==> config.mk <==
export PLATFORM = sky130hd
export DESIGN_NAME = openofdm_rx_byte_to_axis_flat
export DESIGN_NICKNAME = d
export VERILOG_FILES = /design/src/rtl/openofdm_rx_byte_to_axis_if.sv /design/src/rtl/openofdm_rx_byte_to_axis.sv /design/src/flat_wrapper.sv
export SDC_FILE = /design/constraint.sdc
export NUM_CORES = 2
export LEC_CHECK = 0
export BUFFER_PORTS_ARGS = -buffer_cell sky130_fd_sc_hd__buf_2
export CELL_PAD_IN_SITES_DETAIL_PLACEMENT = 1
export CELL_PAD_IN_SITES_GLOBAL_PLACEMENT = 1
export CORE_MARGIN = 1
export CORE_UTILIZATION = 47
export CTS_CLUSTER_DIAMETER = 100
export DETAILED_ROUTE_END_ITERATION = 8
export HOLD_SLACK_MARGIN = 0.15
export PLACE_DENSITY = 0.73
export SLEW_MARGIN = 20
export SYNTH_ARGS = -nofsm -noshare
export SYNTH_HDL_FRONTEND = slang
export SYNTH_SLANG_ARGS = --single-unit
==> constraint.sdc <==
create_clock -name s00_axi_aclk -period 13.2 [get_ports s00_axi_aclk]
set_input_delay 0 -clock s00_axi_aclk [delete_from_list [all_inputs] [get_ports s00_axi_aclk]]
set_output_delay 0 -clock s00_axi_aclk [all_outputs]
set_load 0.02 [all_outputs]
==> src/rtl/openofdm_rx_byte_to_axis_if.sv <==
// AXI4-Stream channel carrying framed RX packets (header, payload, trailer beats).
interface openofdm_rx_byte_to_axis_if;
  logic [31:0] tdata;
  logic        tvalid;
  logic        tready;
  logic        tlast;

  modport master (output tdata, output tvalid, output tlast, input tready);
  modport slave  (input tdata, input tvalid, input tlast, output tready);
endinterface

==> src/rtl/openofdm_rx_byte_to_axis.sv <==
// Frames OpenOFDM RX decoded bytes into an AXI4-Stream: header beat, LE payload beats,
// trailer beat with FCS/abort/truncation flags, buffered through a FWFT FIFO.
//
// state     | meaning
// S_IDLE    | waiting for a valid header strobe
// S_PAYLOAD | packing payload bytes into 32-bit words
// S_TRAILER | writing the trailer beat (stalls while the FIFO is full)
module openofdm_rx_byte_to_axis #(
  parameter int          FIFO_DEPTH_LOG2 = 6,
  parameter logic [15:0] MAX_LEN         = 16'd4095
) (
  input  logic                              s00_axi_aclk,
  input  logic                              s00_axi_aresetn,
  input  logic                              pkt_header_valid_strobe,
  input  logic                              pkt_header_valid,
  input  logic [7:0]                        pkt_rate,
  input  logic [15:0]                       pkt_len,
  input  logic                              ht_aggr,
  input  logic                              ht_sgi,
  input  logic                              byte_out_strobe,
  input  logic [7:0]                        byte_out,
  input  logic                              fcs_out_strobe,
  input  logic                              fcs_ok,
  openofdm_rx_byte_to_axis_if.master        m_axis,
  output logic                              busy,
  output logic                              pkt_drop_strobe,
  output logic [15:0]                       overflow_cnt
);

  localparam logic [1:0] S_IDLE    = 2'd0;
  localparam logic [1:0] S_PAYLOAD = 2'd1;
  localparam logic [1:0] S_TRAILER = 2'd2;

  localparam int                     DEPTH    = 1 << FIFO_DEPTH_LOG2;
  localparam logic [FIFO_DEPTH_LOG2:0] PTR_ONE  = {{FIFO_DEPTH_LOG2{1'b0}}, 1'b1};
  localparam logic [FIFO_DEPTH_LOG2:0] PTR_FULL = {1'b1, {FIFO_DEPTH_LOG2{1'b0}}};

  logic [1:0]  state;
  logic        pend_vld;
  logic [31:0] pend_data;
  logic [23:0] pack_word;
  logic [1:0]  pack_cnt;
  logic [15:0] byte_count;
  logic        trunc;
  logic        aborted;
  logic        fcs_ok_reg;

  logic [32:0]                mem [DEPTH];
  logic [FIFO_DEPTH_LOG2:0]   wr_ptr;
  logic [FIFO_DEPTH_LOG2:0]   rd_ptr;
  logic                       empty;
  logic                       full;
  logic                       fifo_pop;
  logic                       can_write;
  logic                       wr_req;
  logic [32:0]                wr_data;
  logic                       pend_fail;
  logic                       trailer_done;

  logic        hdr_ok;
  logic [31:0] merged;
  logic [2:0]  merged_cnt;

  assign empty     = (wr_ptr == rd_ptr);
  assign full      = ((wr_ptr ^ rd_ptr) == PTR_FULL);
  assign fifo_pop  = !empty && m_axis.tready;
  assign can_write = !full || fifo_pop;
  assign hdr_ok    = pkt_header_valid_strobe && pkt_header_valid;

  assign m_axis.tvalid = !empty;
  assign m_axis.tdata  = empty ? 32'd0 : mem[rd_ptr[FIFO_DEPTH_LOG2-1:0]][31:0];
  assign m_axis.tlast  = empty ? 1'b0  : mem[rd_ptr[FIFO_DEPTH_LOG2-1:0]][32];
  assign busy          = (state != S_IDLE) || !empty;

  // Held word gets priority over the trailer so the trailer always sees final trunc state.
  always_comb begin
    wr_req       = 1'b0;
    wr_data      = 33'd0;
    pend_fail    = 1'b0;
    trailer_done = 1'b0;
    if (pend_vld) begin
      wr_data = {1'b0, pend_data};
      if (!trunc) begin
        wr_req    = can_write;
        pend_fail = !can_write;
      end
    end else if (state == S_TRAILER) begin
      wr_data      = {1'b1, byte_count, 13'd0, aborted, trunc, fcs_ok_reg};
      wr_req       = can_write;
      trailer_done = can_write;
    end
  end

  always_comb begin
    merged     = {8'd0, pack_word};
    merged_cnt = {1'b0, pack_cnt};
    if (byte_out_strobe) begin
      merged[{pack_cnt, 3'b000} +: 8] = byte_out;
      merged_cnt                      = {1'b0, pack_cnt} + 3'd1;
    end
  end

  always_ff @(posedge s00_axi_aclk or negedge s00_axi_aresetn) begin
    if (!s00_axi_aresetn) begin
      state           <= S_IDLE;
      pend_vld        <= 1'b0;
      pend_data       <= 32'd0;
      pack_word       <= 24'd0;
      pack_cnt        <= 2'd0;
      byte_count      <= 16'd0;
      trunc           <= 1'b0;
      aborted         <= 1'b0;
      fcs_ok_reg      <= 1'b0;
      pkt_drop_strobe <= 1'b0;
      overflow_cnt    <= 16'd0;
    end else begin
      pend_vld        <= 1'b0;
      pkt_drop_strobe <= 1'b0;
      if (pend_fail) begin
        trunc <= 1'b1;
        if (overflow_cnt != 16'hFFFF) overflow_cnt <= overflow_cnt + 16'd1;
      end
      case (state)
        S_IDLE: begin
          if (hdr_ok) begin
            if ((pkt_len > MAX_LEN) || full) begin
              pkt_drop_strobe <= 1'b1;
            end else begin
              pend_vld   <= 1'b1;
              pend_data  <= {6'd0, ht_sgi, ht_aggr, pkt_rate, pkt_len};
              pack_word  <= 24'd0;
              pack_cnt   <= 2'd0;
              byte_count <= 16'd0;
              trunc      <= 1'b0;
              aborted    <= 1'b0;
              fcs_ok_reg <= 1'b0;
              state      <= S_PAYLOAD;
            end
          end
        end
        S_PAYLOAD: begin
          if (byte_out_strobe) byte_count <= byte_count + 16'd1;
          // A new valid header mid-packet aborts the current one and is itself dropped.
          if (hdr_ok || fcs_out_strobe) begin
            if (merged_cnt != 3'd0) begin
              pend_vld  <= 1'b1;
              pend_data <= merged;
            end
            pack_word       <= 24'd0;
            pack_cnt        <= 2'd0;
            aborted         <= hdr_ok;
            fcs_ok_reg      <= !hdr_ok && fcs_ok;
            pkt_drop_strobe <= hdr_ok;
            state           <= S_TRAILER;
          end else if (merged_cnt == 3'd4) begin
            pend_vld  <= 1'b1;
            pend_data <= merged;
            pack_word <= 24'd0;
            pack_cnt  <= 2'd0;
          end else begin
            pack_word <= merged[23:0];
            pack_cnt  <= merged_cnt[1:0];
          end
        end
        S_TRAILER: begin
          if (hdr_ok) pkt_drop_strobe <= 1'b1;
          if (trailer_done) state <= S_IDLE;
        end
        default: state <= S_IDLE;
      endcase
    end
  end

  always_ff @(posedge s00_axi_aclk or negedge s00_axi_aresetn) begin
    if (!s00_axi_aresetn) begin
      wr_ptr <= '0;
      rd_ptr <= '0;
    end else begin
      if (wr_req)   wr_ptr <= wr_ptr + PTR_ONE;
      if (fifo_pop) rd_ptr <= rd_ptr + PTR_ONE;
    end
  end

  always_ff @(posedge s00_axi_aclk) begin
    if (wr_req) mem[wr_ptr[FIFO_DEPTH_LOG2-1:0]] <= wr_data;
  end

endmodule
==> src/flat_wrapper.sv <==
// flat-port wrapper written by rule: the top's interface ports become plain ports
module openofdm_rx_byte_to_axis_flat 
#(
  parameter int          FIFO_DEPTH_LOG2 = 6,
  parameter logic [15:0] MAX_LEN         = 16'd4095
)
  (s00_axi_aclk, s00_axi_aresetn, pkt_header_valid_strobe, pkt_header_valid, pkt_rate, pkt_len, ht_aggr, ht_sgi, byte_out_strobe, byte_out, fcs_out_strobe, fcs_ok, busy, pkt_drop_strobe, overflow_cnt, m_axis_tdata, m_axis_tvalid, m_axis_tlast, m_axis_tready);
  openofdm_rx_byte_to_axis_if m_axis_i ();
  input  logic s00_axi_aclk;
  input  logic s00_axi_aresetn;
  input  logic pkt_header_valid_strobe;
  input  logic pkt_header_valid;
  input  logic [7:0] pkt_rate;
  input  logic [15:0] pkt_len;
  input  logic ht_aggr;
  input  logic ht_sgi;
  input  logic byte_out_strobe;
  input  logic [7:0] byte_out;
  input  logic fcs_out_strobe;
  input  logic fcs_ok;
  output logic busy;
  output logic pkt_drop_strobe;
  output logic [15:0] overflow_cnt;
  output wire logic [$bits(m_axis_i.tdata)-1:0] m_axis_tdata;
  output wire logic [$bits(m_axis_i.tvalid)-1:0] m_axis_tvalid;
  output wire logic [$bits(m_axis_i.tlast)-1:0] m_axis_tlast;
  input wire logic [$bits(m_axis_i.tready)-1:0] m_axis_tready;
  assign m_axis_tdata = m_axis_i.tdata;
  assign m_axis_tvalid = m_axis_i.tvalid;
  assign m_axis_tlast = m_axis_i.tlast;
  assign m_axis_i.tready = m_axis_tready;
  openofdm_rx_byte_to_axis #(.FIFO_DEPTH_LOG2(FIFO_DEPTH_LOG2), .MAX_LEN(MAX_LEN)) u_core (.s00_axi_aclk(s00_axi_aclk), .s00_axi_aresetn(s00_axi_aresetn), .pkt_header_valid_strobe(pkt_header_valid_strobe), .pkt_header_valid(pkt_header_valid), .pkt_rate(pkt_rate), .pkt_len(pkt_len), .ht_aggr(ht_aggr), .ht_sgi(ht_sgi), .byte_out_strobe(byte_out_strobe), .byte_out(byte_out), .fcs_out_strobe(fcs_out_strobe), .fcs_ok(fcs_ok), .m_axis(m_axis_i), .busy(busy), .pkt_drop_strobe(pkt_drop_strobe), .overflow_cnt(overflow_cnt));
endmodule
### Word-level counts from Yosys, hierarchy flattened

Memory sizes are Yosys's and may differ from the RTL's.
Index checks and enable logic that the tools add are counted.

* $add $sub $neg: 6
* multipliers: 0
* divide/modulo/power cells: 0
* $lt $le $gt $ge: 1
* eq/ne operators: 13
* shift-type cells: 2
* multiplexer cells: 61
* bitwise operators: 1
* reduce and logical (&&, ||, !) cells: 21

Operator list (number)
* 32-bit 2-to-1 mux: 7
* 24-bit 2-to-1 mux: 4
* 33-bit 2-to-1 mux: 2
* 32-bit one-hot mux with 2 select lines: 1
* 16-bit 2-to-1 mux: 3
* 24-bit one-hot mux with 2 select lines: 1
* 16-bit by 1-bit adder with 16-bit output (second input constant): 2
* 32-bit bitwise mux: 1
* 16-bit one-hot mux with 2 select lines: 1
* 8-bit by 7-bit variable shift with 32-bit output (first input constant): 1
* 8-bit by 7-bit variable part select with 32-bit output: 1
* 1-bit 2-to-1 mux: 26
* 16-bit by 12-bit greater-than comparator with 1-bit output (second input constant): 1
* 2-bit 2-to-1 mux: 8
* 16-bit != test (second input constant): 1
* 7-bit by 1-bit adder with 7-bit output (second input constant): 2
* 4-bit AND reduction: 3
* 7-bit equality test: 1
* 7-bit equality test (second input constant): 1
* 5-bit negation with 7-bit output: 1
* 7-bit bitwise XOR: 1
* 2-bit by 1-bit != test with 1-bit output (second input constant): 3
* 1-bit one-hot mux with 2 select lines: 3
* 2-bit one-hot mux with 3 select lines: 1
* 19 further kinds: 29

* register bits: 111
* latch bits: 0
* memory bits (writable): 2112
* ROM bits: 0
* input bits: 42
* output and inout bits: 52
* logic and storage cells: 119
* memories: 1

Memories
* u_core.mem: depth 64, bits a word 33, read ports 1, clocked after Yosys merged registers in 0, wr ports 1, line openofdm_rx_byte_to_axis.sv:48 `logic [32:0] mem [DEPTH];`

### Depth between registers and ports, before layout

* word-level depth: 11
* mapped depth: 11
* depth with buffers taken out: 7

### Worst setup path after synthesis

No wires, ideal clock.

* path type: register to register
* start: register u_core.wr_ptr[0]
* end: memory u_core.mem[32][0] (enable)
* library setup time: 506 ps
* arrival: 4745 ps
* data required time: 12694 ps
* path slack: 7949 ps
* cell stages (with the launch flop): 8
* buffers on the path: 2
* period minus slack after synthesis: 5251 ps
* cell sequence: dfrtp_1 -> buf_2 -> xnor2_1 -> and4_1 -> clkbuf_1 -> a21oi_2 -> nand2b_1 -> nor4_1

* word-level cells in the longest chain between the ends: 8
* elaborated cells on any way between the ends: 12
* those cells by class: 2 x eq/ne; 5 x mux; 1 x bitwise; 4 x reduce/logical

RTL lines
* from (decl): line openofdm_rx_byte_to_axis.sv:49 `logic [FIFO_DEPTH_LOG2:0] wr_ptr;`
* from (signal assigned): line openofdm_rx_byte_to_axis.sv:179 `if (wr_req) wr_ptr <= wr_ptr + PTR_ONE;`
* 7-bit bitwise XOR or 7-bit equality test (tied branches): line openofdm_rx_byte_to_axis.sv:65, openofdm_rx_byte_to_axis.sv:64
* 7-bit equality test or 1-bit logical NOT (tied branches): line openofdm_rx_byte_to_axis.sv:65, openofdm_rx_byte_to_axis.sv:66
* 1-bit logical NOT or 1-bit logical AND (tied branches): line openofdm_rx_byte_to_axis.sv:67, openofdm_rx_byte_to_axis.sv:66
* 1-bit logical OR: line openofdm_rx_byte_to_axis.sv:67 `assign can_write = !full || fifo_pop;`
* 1-bit 2-to-1 mux, on equally long branches: line openofdm_rx_byte_to_axis.sv:87, openofdm_rx_byte_to_axis.sv:83
* 1-bit 2-to-1 mux: line openofdm_rx_byte_to_axis.sv:81 `if (pend_vld) begin`
* 1-bit 2-to-1 mux: line openofdm_rx_byte_to_axis.sv:185 `if (wr_req) mem[wr_ptr[FIFO_DEPTH_LOG2-1:0]] <= wr_data;`
* 1-bit 2-to-1 mux (not written as such): line openofdm_rx_byte_to_axis.sv:185
* to (decl): line openofdm_rx_byte_to_axis.sv:48

Parallel ways exist; a longest one is shown, timed or not.

### Final worst setup path

* start: register u_core.rd_ptr[0]
* end: output port m_axis_tdata[17]

* word-level cells in the longest chain between the ends: 2
* elaborated cells on any way between the ends: 3
* those cells by class: 1 x eq/ne; 1 x mux; 1 x memory

RTL lines
* from (decl): line openofdm_rx_byte_to_axis.sv:50 `logic [FIFO_DEPTH_LOG2:0] rd_ptr;`
* from (signal assigned): line openofdm_rx_byte_to_axis.sv:180 `if (fifo_pop) rd_ptr <= rd_ptr + PTR_ONE;`
* memory read 64 x 33 bit or 7-bit equality test (tied branches)
* 32-bit 2-to-1 mux (*): line openofdm_rx_byte_to_axis.sv:71 `assign m_axis.tdata = empty ? 32'd0 : mem[rd_ptr[FIFO_DEPTH_LOG2-1:0]][31:0];`
* to (decl): line flat_wrapper.sv:24 `output wire logic [$bits(m_axis_i.tdata)-1:0] m_axis_tdata;`

Mark *: on every way between the ends. The rest lies on a longest branch, timed or not.

==> impl_metrics.sql <==
INSERT INTO impl_metrics (metric_group, metric, value, unit) VALUES
('routing', 'drt_iter0_drc', '4779', ''),
('power', 'netSwitchingPower', '5.90', 'mW'),
('yosys', 'syn-cell-area', '0.0869', 'sq mm'),
('timing', 'setup_viol_count_final', '0', ''),
('yosys', 'mappedNetlistNets', '4066', ''),
('yosys', 'synth_enable_flop_cells', '2112', ''),
('yosys', 'synth_top_area_cell', 'edfxtp_1', ''),
('finish', 'max_reg_flops', '2112', ''),
('global_routing', 'grt_start_max_net_pins', '138', ''),
('timing', 'layout_worst_path_cycle_share', '46.2', '%'),
('yosys', 'most_frequently_used_flop_master_after_synthesis', 'edfxtp_1', ''),
('finish', 'drive_gt1_share', '27.1', '%'),
('global_routing', 'grt_pass1_vias', '46355', ''),
('timing', 'finalHoldWorstSlack', '0.218', 'ns'),
('job', 'cap_viol_max_count', '0', ''),
('worst_setup_path', 'worstSetupEndpointType', 'primary output', ''),
('routing', 'count_of_vias_placed_by_the_detailed_router', '43632', ''),
('worst_setup_path', 'crit_path_start_kind', 'flip-flop', ''),
('routing', 'routed_wl', '234000', 'microns'),
('clocking', 'clock_tree_from_tritoncts', 'yes', ''),
('finish', 'finished_core_util', '53.9', '%'),
('yosys', 'synth_sequential_area_ratio', '76.2', '%'),
('timing', 'fmax', '164', 'MHz'),
('yosys', 'async_flop_share', '4.99', '%'),
('clocking', 'cts_setup_buffers', '0', ''),
('power', 'p_seq_share', '41.0', '%'),
('yosys', 'most_frequently_used_cell_type_in_the_post_synthesis_netlist', 'edfxtp_1', ''),
('global_routing', 'globalRouteOverflowTotal', '0', ''),
('worst_setup_path', 'reg2reg_to', 'u_core.mem[14][1]$_DFFE_PP_', ''),
('yosys', 'syn_inst', '4015', ''),
('floorplanning', 'die_x', '432', 'microns'),
('placed_design', 'dp_hpwl', '125000', 'microns'),
('yosys', 'netlist_top_cells_count', 'edfxtp_1, mux4_2, mux2i_1, nand2_1, dfrtp_1', ''),
('worst_setup_path', 'arr_time_crit_path', '6.09', 'ns'),
('routing', 'wl_per_cell', '33.6', 'microns'),
('finish', 'final_area', '0.0988', 'sq mm'),
('worst_setup_path', 'timing_worst_setup_path_type', 'flip-flop to primary output', ''),
('power', 'clock_power_share', '31.9', '%'),
('routing', 'remaining_drc_errors', '0', ''),
('floorplanning', 'rows', '157', ''),
('yosys', 'syn-mean-instance-area', '21.6', 'sq um'),
('timing', 'slew_headroom', '25.7', '%'),
('yosys', 'synthDominantCellAreaShare', '73.0', '%'),
('global_routing', 'groute.usage.overall', '25.2', '%'),
('status', 'outcome', 'complete, no violations', ''),
('clocking', 'post_cts_clock_slew_at_the_launch_and_capture_registers_of_the_worst_setup_and_hold_paths', '0.06', 'ns'),
('power', 'combinationalPowerShare', '27.1', '%'),
('floorplanning', 'die_y', '432', 'microns'),
('power', 'intPower', '13.4', 'mW'),
('yosys', 'synth.distinct_cells', '64', ''),
('yosys', 'leading_cell_types_by_total_area_after_synthesis', 'edfxtp_1, mux4_2, dfrtp_1', ''),
('timing', 'final_critical_path_setup_slack', '7.11', 'ns'),
('clocking', 'clk_latency', '0.88', 'ns'),
('clocking', 'cts.hold.buffers_added', '105', ''),
('global_routing', 'grt_first_pass_wirelength', '336000', 'microns'),
('timing', 'timing.setup.tns', '0', 'ns'),
('clocking', 'number_of_levels_in_the_clock_h_tree', '4', ''),
('timing', 'hold_violations', '0', ''),
('floorplanning', 'die_area', '0.187', 'sq mm'),
('clocking', 'numCtsBuffers', '216', ''),
('min_path', 'hold_path.class', 'primary input to asynchronous set/reset pin', ''),
('power', 'vdd.ir_drop.worst', '0.177', 'mV'),
('placed_design', 'placement.setup.worst_slack', '7.72', 'ns'),
('clocking', 'total_number_of_clock_tree_sinks', '2223', ''),
('timing', 'tightestPinTransition', '1.11', 'ns'),
('clocking', 'clk_path_buf_depth', '3', ''),
('placed_design', 'io_buffer_count', '93', ''),
('finish', 'synthToLayoutAreaGrowth', '13.8', '%'),
('worst_setup_path', 'timing.critical_path.required', '13.20', 'ns'),
('routing', 'firstDrtPassIters', '5', ''),
('routing', 'route.detailed.vias_per_inst', '6.26', '');
stage by stage:
stage	std cells	total power, mW
after global routing	6974	19.9
after global placement	6461	13.2
final	6975	19.3
after floorplan	4015	11.6
after detailed placement	6461	13.3
after CTS	6974	19.4
cell usage in the layout, fill, tap and decap left out, types with 14 or more instances in the layout:
cell and count:
xnor2_1 17, bufinv_16 23, clkbuf_1 44, clkbuf_16 217
inv_1 19, mux4_2 533, o2bb2ai_1 25, buf_4 113
nor3_1 18, mux2_2 49, buf_2 92, a32oi_1 17
nand4_1 22, edfxtp_1 2112, a22oi_1 40, xor2_1 14
nand3_1 47, nor2_4 57, dfrtp_1 107, nand2b_1 35
a221oi_1 49, clkinv_1 60, a21oi_1 30, nor2_1 22
clkinv_2 38, o21ai_0 50, dlygate4sd3_1 104, mux2i_1 160
nand2_1 127
cells by family (layout without fill, tap and decap cells):
logic type	count (synthesis)	in the layout	share of synthesized area [%]
AO/OA/AOI/OAI	347	347	3.09
XOR/XNOR	31	31	0.313
adder cells (fa/ha/maj)	9	9	0.130
buffers and inverters	249	744	1.57
flip-flops	2223	2223	76.2
multiplexers	750	750	16.4
other	0	1	0
AND/OR/NAND/NOR	406	406	2.28
worst max-delay path by stage:
stage / startpoint / to / slack [ns] / cells past startpoint
after global routing: u_core.rd_ptr[0]$_DFFE_PN0P_ / m_axis_tdata[15] / 6.69 / 8
after detailed placement: u_core.state[1]$_DFFE_PN0P_ / u_core.mem[14][1]$_DFFE_PP_ / 7.72 / 7
after floorplan: u_core.wr_ptr[0]$_DFFE_PN0P_ / u_core.mem[32][0]$_DFFE_PP_ / 7.95 / 7
final: u_core.rd_ptr[0]$_DFFE_PN0P_ / m_axis_tdata[17] / 7.11 / 7
after global placement: u_core.rd_ptr[0]$_DFFE_PN0P_ / m_axis_tdata[15] / 7.88 / 8
after CTS: u_core.rd_ptr[0]$_DFFE_PN0P_ / m_axis_tdata[15] / 6.94 / 8
metal layers:
layer	GRT usage (%)	wire (microns)	up-vias
li1	-	-	17568
met1	34.3	92300	23623
met2	42.3	118000	2080
met3	3.82	17500	361
met4	7.64	6730	0
met5	0	0	-
worst max-delay path, stage by stage, from the launching register on:
cell and delay, ns:
dfrtp_4 1.02, buf_12 0.64, buf_4 0.88, mux4_2 0.61, mux4_2 0.48, a22oi_1 0.56
o21ai_1 0.41, buf_2 0.28
area by class of cell:
class,instances,area share (%)
Inverter,21,0.0874
Sequential cell,2223,67.0
Multi-Input combinational cell,1543,20.2
Clock buffer,264,5.70
Timing Repair Buffer,315,2.51
Tap cell,2464,3.12
Clock inverter,144,1.41
Antenna cell,1,0.00253
power groups by stage:
stage,sequential (mW),combinational [mW],clock [mW]
global placement,8.06,5.13,0
CTS,7.91,5.27,6.22
floorplan,7.88,3.72,0
global route,7.92,5.49,6.45
finish,7.92,5.23,6.16
detailed placement,8.06,5.20,0
No activity file was read; power rests on OpenSTA's default activity.
